`src/rtl/sdram_arb_pkg.sv`:
```
// Shared types and helpers for the SDRAM port arbiter.
// Holds the FSM state encoding, the latched request record and the
// lowest-set-bit helper used by the grant picker.
package sdram_arb_pkg;

    // Upper bound on client count supported by the grant picker.
    localparam int MAX_PORTS = 8;
    localparam int PIDX_W    = 3;

    // Controller word-address width; the top's AW parameter must match it.
    localparam int SD_AW = 26;

    typedef enum logic [1:0] {
        IDLE  = 2'd0,
        ISSUE = 2'd1,
        BUSY  = 2'd2,
        DONE  = 2'd3
    } state_t;

    // Snapshot of the granted client's request, frozen for the whole transaction.
    typedef struct packed {
        logic [SD_AW-1:0] addr;
        logic             we;
        logic             burst;
        logic [15:0]      wdata;
        logic [1:0]       wbs;
    } req_t;

    // Index of the lowest set bit of v; returns 0 when v is all zero.
    function automatic logic [PIDX_W-1:0] lowest_set(input logic [MAX_PORTS-1:0] v);
        logic [PIDX_W-1:0] idx;
        idx = '0;
        for (int i = MAX_PORTS - 1; i >= 0; i--) begin
            if (v[i]) idx = PIDX_W'(i);
        end
        return idx;
    endfunction

endpackage

```
`src/rtl/sdram_port_arbiter_grant.sv`:
```
// Combinational grant picker for the SDRAM port arbiter.
// Searches req starting just past last_grant (wrapping). When last_grant is
// held at NPORTS-1 the search always starts at port 0, which is plain
// fixed priority with the lowest index winning.
module sdram_arb_grant
    import sdram_arb_pkg::*;
#(
    parameter int NPORTS = 3,
    parameter int IW     = 2
) (
    input  logic [NPORTS-1:0] req,
    input  logic [IW-1:0]     last_grant,
    output logic [NPORTS-1:0] grant,
    output logic [IW-1:0]     grant_idx
);

    logic [IW-1:0]        start;
    logic [MAX_PORTS-1:0] rot;
    logic [PIDX_W-1:0]    lo;
    logic [PIDX_W:0]      sum;

    // Rotate req so the search origin sits at bit 0, pick the lowest set bit,
    // then rotate the index back into port numbering.
    always_comb begin
        // NOTE: every output of a combinational block gets a default before any
        // branch; a path that leaves one unassigned infers a latch.
        start = (last_grant == IW'(NPORTS - 1)) ? '0 : last_grant + 1'b1;
        rot   = '0;
        for (int i = 0; i < NPORTS; i++) begin
            rot[i] = req[(i + int'(start)) % NPORTS];
        end
        lo  = lowest_set(rot);
        sum = {1'b0, lo} + (PIDX_W + 1)'(start);
        if (sum >= (PIDX_W + 1)'(NPORTS)) begin
            sum = sum - (PIDX_W + 1)'(NPORTS);
        end
        grant_idx = IW'(sum);
        for (int i = 0; i < NPORTS; i++) begin
            grant[i] = (|req) && (grant_idx == IW'(i));
        end
    end

endmodule

```
`src/rtl/sdram_port_arbiter.sv`:
```
// Multi-client arbiter in front of the SDRAM controller.
// Serialises word/burst reads and word writes from NPORTS clients, runs the
// controller's rd/wr + ready handshake, and returns a one-cycle ack (plus err
// on a ready timeout) with the 64-bit read result.
// Optional build macro SDRAM_ARB_ROUND_ROBIN_EN: rotating priority starting
// after the last winner. Undefined: fixed priority, port 0 highest.
module sdram_port_arbiter
    import sdram_arb_pkg::*;
#(
    parameter int NPORTS  = 3,
    parameter int TIMEOUT = 64,
    parameter int AW      = SD_AW
) (
    input  logic                 clk,
    input  logic                 init,
    input  logic [NPORTS-1:0]    req,
    input  logic [NPORTS-1:0]    we,
    input  logic [NPORTS-1:0]    burst,
    input  logic [NPORTS*AW-1:0] addr,
    input  logic [NPORTS*16-1:0] wdata,
    input  logic [NPORTS*2-1:0]  wbs,
    output logic [NPORTS-1:0]    ack,
    output logic                 err,
    output logic [63:0]          rdata,
    output logic                 sd_sel,
    output logic [AW-1:0]        sd_addr,
    output logic [15:0]          sd_din,
    output logic [1:0]           sd_bs,
    output logic                 sd_rd,
    output logic                 sd_wr,
    output logic                 sd_burst,
    input  logic                 sd_ready,
    input  logic [63:0]          sd_dout
);

    localparam int IW = (NPORTS > 1) ? $clog2(NPORTS) : 1;
    localparam int CW = (TIMEOUT > 2) ? $clog2(TIMEOUT) : 1;

    state_t            state, state_nxt;
    req_t              cur, cur_nxt;
    logic [NPORTS-1:0] gnt, gnt_nxt;
    logic [CW-1:0]     cnt, cnt_nxt;
    logic [NPORTS-1:0] ack_nxt;
    logic              err_nxt;
    logic [63:0]       rdata_nxt;
    logic              sel_nxt, rd_nxt, wr_nxt;

    logic [NPORTS-1:0] grant;
    logic [IW-1:0]     grant_idx;
    logic [IW-1:0]     last_grant;
    logic              take;

    // A grant is taken only in IDLE and never in the ack cycle of a timeout,
    // so the aborted client gets one cycle to drop or renew its request.
    assign take = (state == IDLE) && (|req) && !(|ack);

`ifdef SDRAM_ARB_ROUND_ROBIN_EN
    // Remember the most recent winner so the next search starts just past it.
    always_ff @(posedge clk) begin
        if (init) begin
            last_grant <= IW'(NPORTS - 1);
        end else if (take) begin
            last_grant <= grant_idx;
        end
    end
`else
    // Search origin pinned to port 0: the picker degenerates to fixed priority.
    assign last_grant = IW'(NPORTS - 1);
`endif

    sdram_arb_grant #(
        .NPORTS (NPORTS),
        .IW     (IW)
    ) u_grant (
        .req        (req),
        .last_grant (last_grant),
        .grant      (grant),
        .grant_idx  (grant_idx)
    );

    // Controller address/data/strobes come straight from the frozen request.
    assign sd_addr  = cur.addr;
    assign sd_din   = cur.wdata;
    assign sd_bs    = cur.wbs;
    assign sd_burst = cur.burst;

    // Next-state and next-output logic for the IDLE/ISSUE/BUSY/DONE handshake.
    always_comb begin
        state_nxt = state;
        cur_nxt   = cur;
        gnt_nxt   = gnt;
        cnt_nxt   = cnt;
        ack_nxt   = '0;
        err_nxt   = 1'b0;
        rdata_nxt = rdata;
        sel_nxt   = sd_sel;
        rd_nxt    = sd_rd;
        wr_nxt    = sd_wr;

        unique case (state)
            IDLE: begin
                if (take) begin
                    gnt_nxt       = grant;
                    cur_nxt.addr  = addr[grant_idx*AW +: AW];
                    cur_nxt.we    = we[grant_idx];
                    cur_nxt.burst = burst[grant_idx] & ~we[grant_idx];
                    cur_nxt.wdata = wdata[grant_idx*16 +: 16];
                    cur_nxt.wbs   = wbs[grant_idx*2 +: 2];
                    sel_nxt       = 1'b1;
                    rd_nxt        = ~we[grant_idx];
                    wr_nxt        = we[grant_idx];
                    cnt_nxt       = '0;
                    state_nxt     = ISSUE;
                end
            end

            ISSUE: begin
                // Ready already high on entry is the idle level, not completion;
                // only its fall acknowledges the command.
                if (!sd_ready) begin
                    rd_nxt    = 1'b0;
                    wr_nxt    = 1'b0;
                    state_nxt = BUSY;
                end else if (cnt == CW'(TIMEOUT - 1)) begin
                    rd_nxt    = 1'b0;
                    wr_nxt    = 1'b0;
                    sel_nxt   = 1'b0;
                    ack_nxt   = gnt;
                    err_nxt   = 1'b1;
                    state_nxt = IDLE;
                end else begin
                    cnt_nxt = cnt + 1'b1;
                end
            end

            BUSY: begin
                if (sd_ready) begin
                    if (!cur.we) rdata_nxt = sd_dout;
                    ack_nxt   = gnt;
                    sel_nxt   = 1'b0;
                    state_nxt = DONE;
                end
            end

            DONE: begin
                state_nxt = IDLE;
            end

            default: begin
                state_nxt = IDLE;
            end
        endcase
    end

    // State and output registers; init clears everything including rdata.
    always_ff @(posedge clk) begin
        // NOTE: sequential state uses non-blocking assignment so every register
        // samples pre-edge values regardless of statement order.
        if (init) begin
            state  <= IDLE;
            cur    <= '0;
            gnt    <= '0;
            cnt    <= '0;
            ack    <= '0;
            err    <= 1'b0;
            rdata  <= '0;
            sd_sel <= 1'b0;
            sd_rd  <= 1'b0;
            sd_wr  <= 1'b0;
        end else begin
            state  <= state_nxt;
            cur    <= cur_nxt;
            gnt    <= gnt_nxt;
            cnt    <= cnt_nxt;
            ack    <= ack_nxt;
            err    <= err_nxt;
            rdata  <= rdata_nxt;
            sd_sel <= sel_nxt;
            sd_rd  <= rd_nxt;
            sd_wr  <= wr_nxt;
        end
    end

endmodule

```
`config.mk`:
```
export PLATFORM = sky130hd
export DESIGN_NAME = sdram_port_arbiter
export DESIGN_NICKNAME = d
export VERILOG_FILES = /design/src/rtl/sdram_arb_pkg.sv /design/src/rtl/sdram_port_arbiter_grant.sv /design/src/rtl/sdram_port_arbiter.sv
export SDC_FILE = /design/constraint.sdc
export NUM_CORES = 1
export LEC_CHECK = 0
export ABC_AREA = 1
export CAP_MARGIN = 25
export CORE_ASPECT_RATIO = 2
export CORE_MARGIN = 4
export CORE_UTILIZATION = 40
export CTS_CLUSTER_DIAMETER = 60
export CTS_CLUSTER_SIZE = 24
export DETAILED_ROUTE_END_ITERATION = 8
export PLACE_DENSITY_LB_ADDON = 0.15
export SYNTH_ARGS = -nofsm -noshare
export SYNTH_HDL_FRONTEND = slang
export SYNTH_HIERARCHICAL = 1
export SYNTH_SLANG_ARGS = --single-unit
```
`constraint.sdc`:
```
create_clock -name clk -period 3.16 [get_ports clk]
set_input_delay 0.79 -clock clk [delete_from_list [all_inputs] [get_ports clk]]
set_output_delay 0.79 -clock clk [all_outputs]
set_load 0.03 [all_outputs]
```
==> results_dict.tcl, run 1 <==
set metrics [dict create \
    place.gp.congestion 0.847 \
    antenna_found_initial 3 \
    slew_headroom 0.464 \
    pin_count 324 \
    synth_cell_type_count 29 \
    synth_top_family_by_area "compound AO/OA/AOI/OAI gates" \
    critical_path_arrival_ps 3310 \
    synth_compound_area_frac 0.226 \
    clock_sinks 128 \
    grt-ovfl-total 0 \
    first_pass_iters 4 \
    finalNonFillerCells 1355 \
    leakage_nw 4.05 \
    worstMarginPinSlew_ps 804 \
    maxCapViolations 0 \
    cts_buffers 17 \
    maxSlewViolCount 0 \
    start_util 0.408 \
    final_core_util 0.670 \
    drt-initial-drc-count 227 \
    reg2reg_from "state[0]$_SDFFE_PP0P_" \
    status "finished clean" \
    wirelength_um 22700 \
    ys_seq_area_frac 0.422 \
    finalCritPeriodShare 0.941 \
    place_inst 1320 \
    synth_fa_ha_area_frac 0.0156 \
    period_minus_slack_ps 2980 \
    setup_viol 0 \
    port_buffers 323 \
    vias_per_cell 4.99 \
    hp-class "reg2reg" \
    wl_met3_um 2400 \
    wl_per_cell_um 16.7 \
    core_sq_mm 0.0149 \
    die_h_um 182 \
    syn_inst 870 \
    synthXorXnorAreaFrac 0.00268 \
    htree_levels 4 \
    min_from "gnt[0]$_SDFFE_PP0P_" \
    yosysWarningCount 6 \
    synth_mux_area_frac 0 \
    cts_root_buffer "clkbuf_16" \
    post_cts_buffers 0 \
    cts-resized-gates 0 \
    die_w_um 95.2 \
    routed.top_layer "met5" \
    wl_met1_um 8130 \
    clock_path_buffers 2 \
    clock_skew_ps 13.8 \
    critPathRequiredTime_ps 3500 \
    ys_ff_latch 128 \
    postCtsHoldBufs 0 \
    syn2layout_area_growth_pct 64.2 \
    grt.total_usage 0.249 \
    avgSynthCellArea_sq_um 6.99 \
    drive_above_1_share 0.0699 \
    vias 6762 \
    wl_met2_um 11600 \
    critPathKind "in2reg" \
    nets 1361 \
    totalPowerFinal_mw 8.20 \
    num_rows 63 \
    hold_violations 0 \
    ant_nets 0 \
    crit_path_start "req[1]" \
    fillCellCount 1271 \
    path_max_fanout 11 \
    dieArea_sq_mm 0.0174 \
    clock_latency_ps 410 \
    powerDensity_mw_per_mm2 821 \
    vdd_drop_max_mv 0.446 \
    end_kind "flip-flop" \
    clk_pin_slew_ps 70 \
    drc 0 \
    critPathLaunchType "input pin" \
    synth_simple_gate_area_frac 0.218 \
    grt_pass1_vias 6575 \
    placed_area_sq_mm 0.00932 \
    grt_max_degree 85 \
    grt_pass1_wl_um 33600 \
    fmax_mhz 336 \
    stdcell_area_sq_mm 0.00998 \
    cts_tree "done" \
    syn_area_sq_mm 0.00608 \
    hpwlAfterDp_um 16400 \
]
==> cell type report <==
cell class              instances  area (sq um)  share of cell area
multi-input cells             614          2860               0.286
diodes                          1          2.50            0.000251
clock inverters                14           144              0.0144
flip-flops and latches        128          2560               0.257
inverters                      32           123              0.0123
clock buffers                  18           439              0.0440
repair buffers                353          3610               0.362
well taps                     195           244              0.0244
==> per-layer routing <==
| metal | up-vias | global-route usage |
|---|---|---|
| met3 | 30 | 0.108 |
| met1 | 3065 | 0.255 |
| met5 | - | 0 |
| li1 | 3379 | - |
| met4 | 4 | 0.0896 |
| met2 | 284 | 0.439 |
==> cells in the mapped netlist <==
library cell / count / share of area
o21ai_0: 160 / 0.13
o21a_1: 1 / 0.0012
nor3_1: 3 / 0.0025
nor2_4: 2 / 0.0037
ha_1: 6 / 0.012
nor3_2: 1 / 0.0016
nor3b_1: 2 / 0.0025
nand2_1: 50 / 0.031
dfxtp_1: 128 / 0.42
or2_2: 1 / 0.0010
clkbuf_1: 36 / 0.022
buf_2: 20 / 0.016
inv_1: 27 / 0.017
fa_1: 1 / 0.0033
xor2_2: 1 / 0.0027
a21oi_1: 51 / 0.042
nor2_2: 1 / 0.0010
conb_1: 2 / 0.0012
nor2_1: 256 / 0.16
o21ai_1: 5 / 0.0041
clkbuf_2: 1 / 0.00082
buf_1: 3 / 0.0019
nand4_1: 4 / 0.0041
o21ai_2: 1 / 0.0014
buf_4: 44 / 0.054
nand3_1: 11 / 0.0091
inv_2: 5 / 0.0031
nand2_2: 3 / 0.0031
a31oi_1: 44 / 0.045
==> logic make-up (layout without fill, tap and decap cells) <==
logic type / after synthesis / count (layout)
and+or+nand+nor: 334 / 334
AOI/OAI and AO/OA: 262 / 262
buffers and inverters: 136 / 417
other: 2 / 11
adders and majority gates: 7 / 7
DFF: 128 / 128
xor gates and xnor gates: 1 / 1
==> worst max-delay path: stages <==
cell             delay (ps)
clkdlybuf4s50_1         470
nand2_1                  50
nand2_1                  80
nor2_2                   40
nand2_1                  50
nor2_1                   50
fa_1                    470
ha_2                    200
nor2_4                  120
nand2_1                  80
o21ai_2                  90
inv_4                    90
buf_12                  160
nand3_1                  90
o21ai_2                  80
nor2_1                  160
nand2_1                 100
a21oi_1                 140
==> metrics by stage <==
stage	TNS, ps	setup WS, ps	hold slack [ps]
after global placement	-8210	-300	458
final	0	185	467
after global routing	-1.48	-1.48	492
after CTS	0	51.1	469
after detailed placement	-10520	-351	460
after floorplan	0	244	423
==> path summary, 6_finish.rpt <==
| kind | end | slack (ps) | cells after the start |
|---|---|---|---|
| setup reg to reg | sd_addr[22]$_SDFFE_PP0P_ | 1060 | 8 |
| hold / removal | ack[0]$_SDFF_PP0_ | 470 | 2 |
| hold reg to reg | ack[0]$_SDFF_PP0_ | 470 | 2 |
| setup / recovery | sd_burst$_SDFFE_PP0P_ | 180 | 18 |
==> cells in the final DEF (no fill, tap or decap), types with 3 or more instances in the layout <==
cell type | netlist | final
nor3_1 | 3 | 3
buf_4 | 44 | 18
nand4_1 | 4 | 4
nand2_2 | 3 | 3
conb_1 | 2 | 10
inv_2 | 5 | 6
inv_6 | 0 | 6
nor2_1 | 256 | 256
ha_1 | 6 | 5
o21ai_0 | 160 | 157
nand3_1 | 11 | 11
a21oi_1 | 51 | 51
buf_12 | 0 | 9
o21ai_1 | 5 | 7
a31oi_1 | 44 | 44
clkdlybuf4s50_1 | 0 | 323
clkbuf_16 | 0 | 19
clkinvlp_4 | 0 | 4
nand2_1 | 50 | 50
dfxtp_1 | 128 | 128
inv_1 | 27 | 25
==> power breakdown <==
group / leakage, nW / switching, mW / internal (mW)
clock network: 0.275 / 0.813 / 1.13
logic: 2.73 / 2.35 / 1.61
registers: 1.05 / 0.226 / 2.06
total: 4.05 / 3.39 / 4.81
==> state kept, by name (all words and copies together), names as in the netlist, named ones only <==
name and cells:
sd_sel 1, gnt 3, sd_din 16, cur 1, sd_rd 1, sd_burst 1, rdata 64, sd_wr 1
sd_bs 2, ack 3, err 1, cnt 6, sd_addr 26, state 1
Power figures use the tool's default switching activity.
==> inputs of run 2 (changes only) <==
--- a/config.mk
+++ b/config.mk
@@ -13,6 +13,7 @@
 export CTS_CLUSTER_DIAMETER = 60
 export CTS_CLUSTER_SIZE = 24
 export DETAILED_ROUTE_END_ITERATION = 8
+export GPL_TIMING_DRIVEN = 0
 export PLACE_DENSITY_LB_ADDON = 0.15
 export SYNTH_ARGS = -nofsm -noshare
 export SYNTH_HDL_FRONTEND = slang
==> results_dict.tcl, run 2 (synthesis results as in run 1) <==
set metrics [dict create \
    num_rows 63 \
    dieArea_sq_mm 0.0174 \
    worst-path-stages 16 \
    clock_skew_ps 7.25 \
    grt_pass1_wl_um 36100 \
    die_w_um 95.2 \
    vias 6954 \
    leakage_nw 4.27 \
    hpwlAfterDp_um 18700 \
    clock_latency_ps 420 \
    seqPwrFrac 0.272 \
    swShare 0.401 \
    critPathRequiredTime_ps 3460 \
    largest_reg_flops 64 \
    critPathTopFamily "adder cells" \
    totalPowerFinal_mw 8.40 \
    drc 0 \
    p_clk_frac 0.220 \
    intPower_mw 5.03 \
    core_sq_mm 0.0149 \
    drt-initial-drc-count 302 \
    hp-class "reg2reg" \
    whs_path_depth 2 \
    final_cell_mix "clkdlybuf4s50_1 (320), nor2_1 (255), o21ai_0 (154)" \
    regMostFlops "rdata" \
    clk_pin_slew_ps 50 \
    first_pass_iters 4 \
    vias_per_cell 4.87 \
    clock_path_buffers 2 \
    hold_violations 0 \
    clock_sinks 128 \
    nets 1437 \
    critical_path_arrival_ps 3300 \
    pin_count 324 \
    postCtsHoldBufs 0 \
    place_inst 1396 \
    port_buffers 323 \
    comb_power_share 0.509 \
    vdd_drop_max_mv 0.446 \
    status "finished clean" \
    powerDensity_mw_per_mm2 824 \
    cts_root_buffer "clkbuf_16" \
    grt_max_degree 17 \
    maxCapViolations 0 \
    crit_slowest_cell "fa_1" \
    htree_levels 4 \
    place_ws_ps -785 \
    fin_setup_tns_ps 0 \
    final_common_cell "clkdlybuf4s50_1" \
    net-switching-power_mw 3.37 \
    slowest_delay_ps 520 \
    critPathLaunchType "input pin" \
    die_h_um 182 \
    grt.total_usage 0.270 \
    grt_pass1_vias 6859 \
    critPathKind "in2reg" \
    cts_buffers 17 \
    fillCellCount 1262 \
    end_kind "flip-flop" \
    period_minus_slack_ps 3000 \
    path_max_fanout 10 \
    fmax_mhz 333 \
    cpMostUsedCell "nor2_1" \
    grt-ovfl-total 0 \
    setup_slack_ps 158 \
    cp_num_buf_inv 4 \
    drive_above_1_share 0.0989 \
    maxSlewViolCount 0 \
    place.gp.congestion 0.864 \
    setup_viol 0 \
    finalCritPeriodShare 0.950 \
    ant_nets 0 \
    start_util 0.408 \
    wl_per_cell_um 16.5 \
    antenna_found_initial 1 \
    finalNonFillerCells 1429 \
    cts_tree "done" \
    r2r_cells 8 \
    wirelength_um 23600 \
    path_cells "dlygate4sd2_1 > nand2_1 > nand3_1 > nand2_1 > nor2_1 > fa_1 > ha_2 > nor2_4 > xor2_2 > inv_2 > buf_2 > buf_4 > nor2_1 > nor2_1 > o21ai_1 > a21oi_1" \
    syn2layout_area_growth_pct 67.7 \
    fin_hold_ws_ps 461 \
]
[run 2: final timing paths]
path | from | end | slack [ps]
min reg2reg | gnt[1]$_SDFFE_PP0P_ | ack[1]$_SDFF_PP0_ | 460
max | req[2] | sd_addr[15]$_SDFFE_PP0P_ | 160
min | gnt[1]$_SDFFE_PP0P_ | ack[1]$_SDFF_PP0_ | 460
max reg2reg | state[0]$_SDFFE_PP0P_ | gnt[0]$_SDFFE_PP0P_ | 1260
[run 2: layout make-up]
| cell class | count | area, sq um | area share |
|---|---|---|---|
| buffer | 104 | 618 | 0.0606 |
| antenna | 1 | 2.50 | 0.000245 |
| tap | 195 | 244 | 0.0239 |
| inverter | 32 | 120 | 0.0118 |
| clock buffer | 23 | 488 | 0.0479 |
| multi-input combinational | 614 | 2850 | 0.280 |
| timing repair buffer | 325 | 3250 | 0.318 |
| sequential | 128 | 2560 | 0.251 |
| clock inverter | 7 | 60.1 | 0.00589 |
[run 2: worst register-to-register path, cell delays in order (launching register included)]
cell and delay (ps):
dfxtp_1 370, inv_1 90, ha_1 270, nand2_1 90, nor2_1 50, nand2_2 200
clkbuf_1 420, o21ai_0 190, a21oi_1 150
[run 2: repair_timing]
item                       CTS  global route
gates resized for setup     27             4
pin swaps                    2             4
setup endpoints to repair   48             5
buffers inserted             1             1
[run 2: power by group through the flow]
stage | Clock [mW] | Combinational, mW | Sequential, mW
floorplan | 0 | 2.40 | 2.54
CTS | 1.87 | 4.29 | 2.28
detailed placement | 0 | 4.23 | 2.30
global route | 1.94 | 4.68 | 2.34
global placement | 0 | 4.20 | 2.29
finish | 1.85 | 4.27 | 2.28
[run 2: through the flow]
step | util | instance area (sq um)
global placement | 0.643 | 9590
finish | 0.684 | 10200
floorplan | - | 6110
CTS | 0.683 | 10200
global route | 0.684 | 10200
detailed placement | 0.643 | 9590
[run 2: layer usage]
metal	wire (um)	vias up	GRT usage
met5	0	-	0
met4	865	0	0.121
met3	2520	50	0.109
met2	12300	282	0.487
met1	7930	3096	0.260
li1	-	3526	-
==> inputs of run 3 (changes only) <==
--- a/config.mk
+++ b/config.mk
@@ -14,7 +14,7 @@
 export CTS_CLUSTER_SIZE = 24
 export DETAILED_ROUTE_END_ITERATION = 8
 export GPL_TIMING_DRIVEN = 0
-export PLACE_DENSITY_LB_ADDON = 0.15
+export PLACE_DENSITY_LB_ADDON = 0.05
 export SYNTH_ARGS = -nofsm -noshare
 export SYNTH_HDL_FRONTEND = slang
 export SYNTH_HIERARCHICAL = 1
==> results_dict.tcl, run 3 (synthesis results as in run 1) <==
set metrics [dict create \
    status "finished clean" \
    cts_buffers 17 \
    drc 0 \
    grt_max_degree 17 \
    grt.total_usage 0.269 \
    critPathLaunchType "input pin" \
    die_h_um 182 \
    path_max_fanout 10 \
    maxSlewViolCount 0 \
    hpwlAfterDp_um 18800 \
    clock_latency_ps 420 \
    vias_per_cell 4.90 \
    finalNonFillerCells 1430 \
    critPathTopFamily "buffers and inverters" \
    final_common_cell "clkdlybuf4s50_1" \
    clock_skew_ps 8.86 \
    slowest_delay_ps 490 \
    critPathKind "in2reg" \
    crit_slowest_cell "fa_1" \
    num_rows 63 \
    first_pass_iters 4 \
    clock_path_buffers 2 \
    place_inst 1396 \
    drive_above_1_share 0.108 \
    wl_per_cell_um 16.8 \
    setup_slack_ps 174 \
    clock_sinks 128 \
    cts_tree "done" \
    cp_num_buf_inv 5 \
    port_buffers 323 \
    postCtsHoldBufs 0 \
    place.gp.congestion 0.909 \
    cts_root_buffer "clkbuf_16" \
    ant_nets 0 \
    critical_path_arrival_ps 3330 \
    stdcell_area_sq_mm 0.0104 \
    syn2layout_area_growth_pct 70.3 \
    totalPowerFinal_mw 8.86 \
    grt_pass1_vias 6887 \
    clk_pin_slew_ps 60 \
    placed_area_sq_mm 0.00959 \
    powerDensity_mw_per_mm2 856 \
    hp-class "reg2reg" \
    grt_pass1_wl_um 35900 \
    worstMarginPinSlew_ps 573 \
    finalCritPeriodShare 0.945 \
    final_core_util 0.695 \
    pin_count 324 \
    wirelength_um 24000 \
    htree_levels 4 \
    vias 7011 \
    nets 1437 \
    vdd_drop_max_mv 0.596 \
    slew_headroom 0.618 \
    dieArea_sq_mm 0.0174 \
    end_kind "flip-flop" \
    critPathRequiredTime_ps 3500 \
    start_util 0.408 \
    fin_setup_tns_ps 0 \
    maxCapViolations 0 \
    largest_reg_flops 64 \
    grt-ovfl-total 0 \
    hold_violations 0 \
    final_cell_mix "clkdlybuf4s50_1 (320), nor2_1 (255), o21ai_0 (155)" \
    path_cells "dlygate4sd2_1 > nand2_1 > nand2_1 > nor2_2 > nand2_1 > nor2_1 > fa_1 > ha_1 > nor2_4 > xor2_2 > inv_2 > inv_2 > buf_4 > buf_2 > o21ai_0 > a21oi_1" \
    leakage_nw 4.33 \
    regMostFlops "rdata" \
    setup_viol 0 \
    drt-initial-drc-count 209 \
    fmax_mhz 335 \
    r2r_slack_ps 1260 \
    cpMostUsedCell "nand2_1" \
    die_w_um 95.2 \
    antenna_found_initial 1 \
    place_ws_ps -789 \
    fin_hold_ws_ps 460 \
    core_sq_mm 0.0149 \
    period_minus_slack_ps 2990 \
]
==> run 3: cell types whose count changed in the layout (fill, tap and decap cells not counted), sizes merged <==
cell / delta
clkinvlp: +5
bufinv: +5
clkinv: -3
dlymetal6s2s: +1
buf: +4
clkdlybuf4s15: -1
clkbuf: -10
==> run 3: area by class of cell <==
cell class                 count  area [sq um]
antenna                        1          2.50
buffer                       104           628
clock buffer                  17           425
clock inverter                14           240
fill                        1296          4550
inverter                      32           120
multi-input combinational    614          2880
sequential                   128          2560
tap                          195           244
timing repair buffer         325          3250
==> run 3: per-layer routing <==
metal | share of wire | global-route usage | vias to the layer above
met3 | 0.097 | 0.0932 | 41
li1 | - | - | 3530
met5 | 0 | 0 | -
met4 | 0.030 | 0.101 | 0
met2 | 0.53 | 0.504 | 282
met1 | 0.35 | 0.261 | 3158
==> run 3: power breakdown <==
part	internal, mW	switching, mW	total (mW)
clock	1.47	0.758	2.23
sequential	2.06	0.217	2.28
combinational	1.84	2.51	4.35
total	5.38	3.48	8.86
==> run 3: worst paths after layout <==
check / startpoint / depth (start not counted) / end
setup / recovery: req[1] / 16 / sd_addr[1]$_SDFFE_PP0P_
hold / removal: gnt[0]$_SDFFE_PP0P_ / 2 / ack[0]$_SDFF_PP0_
setup reg to reg: state[0]$_SDFFE_PP0P_ / 9 / sd_addr[1]$_SDFFE_PP0P_
hold reg to reg: gnt[0]$_SDFFE_PP0P_ / 2 / ack[0]$_SDFF_PP0_
==> run 3: timing repair <==
action | in CTS | in global routing
setup endpoints to repair | 48 | 47
pin swaps | 3 | 2
resized for setup | 29 | 17
setup buffers | 1 | 1
==> run 3: tightest hold or removal path: cells and delay by family (launching register included) <==
| family | cells | cell delay [ps] |
|---|---|---|
| simple gates | 1 | 50 |
| buf+inv | 1 | 60 |
| flops | 1 | 300 |
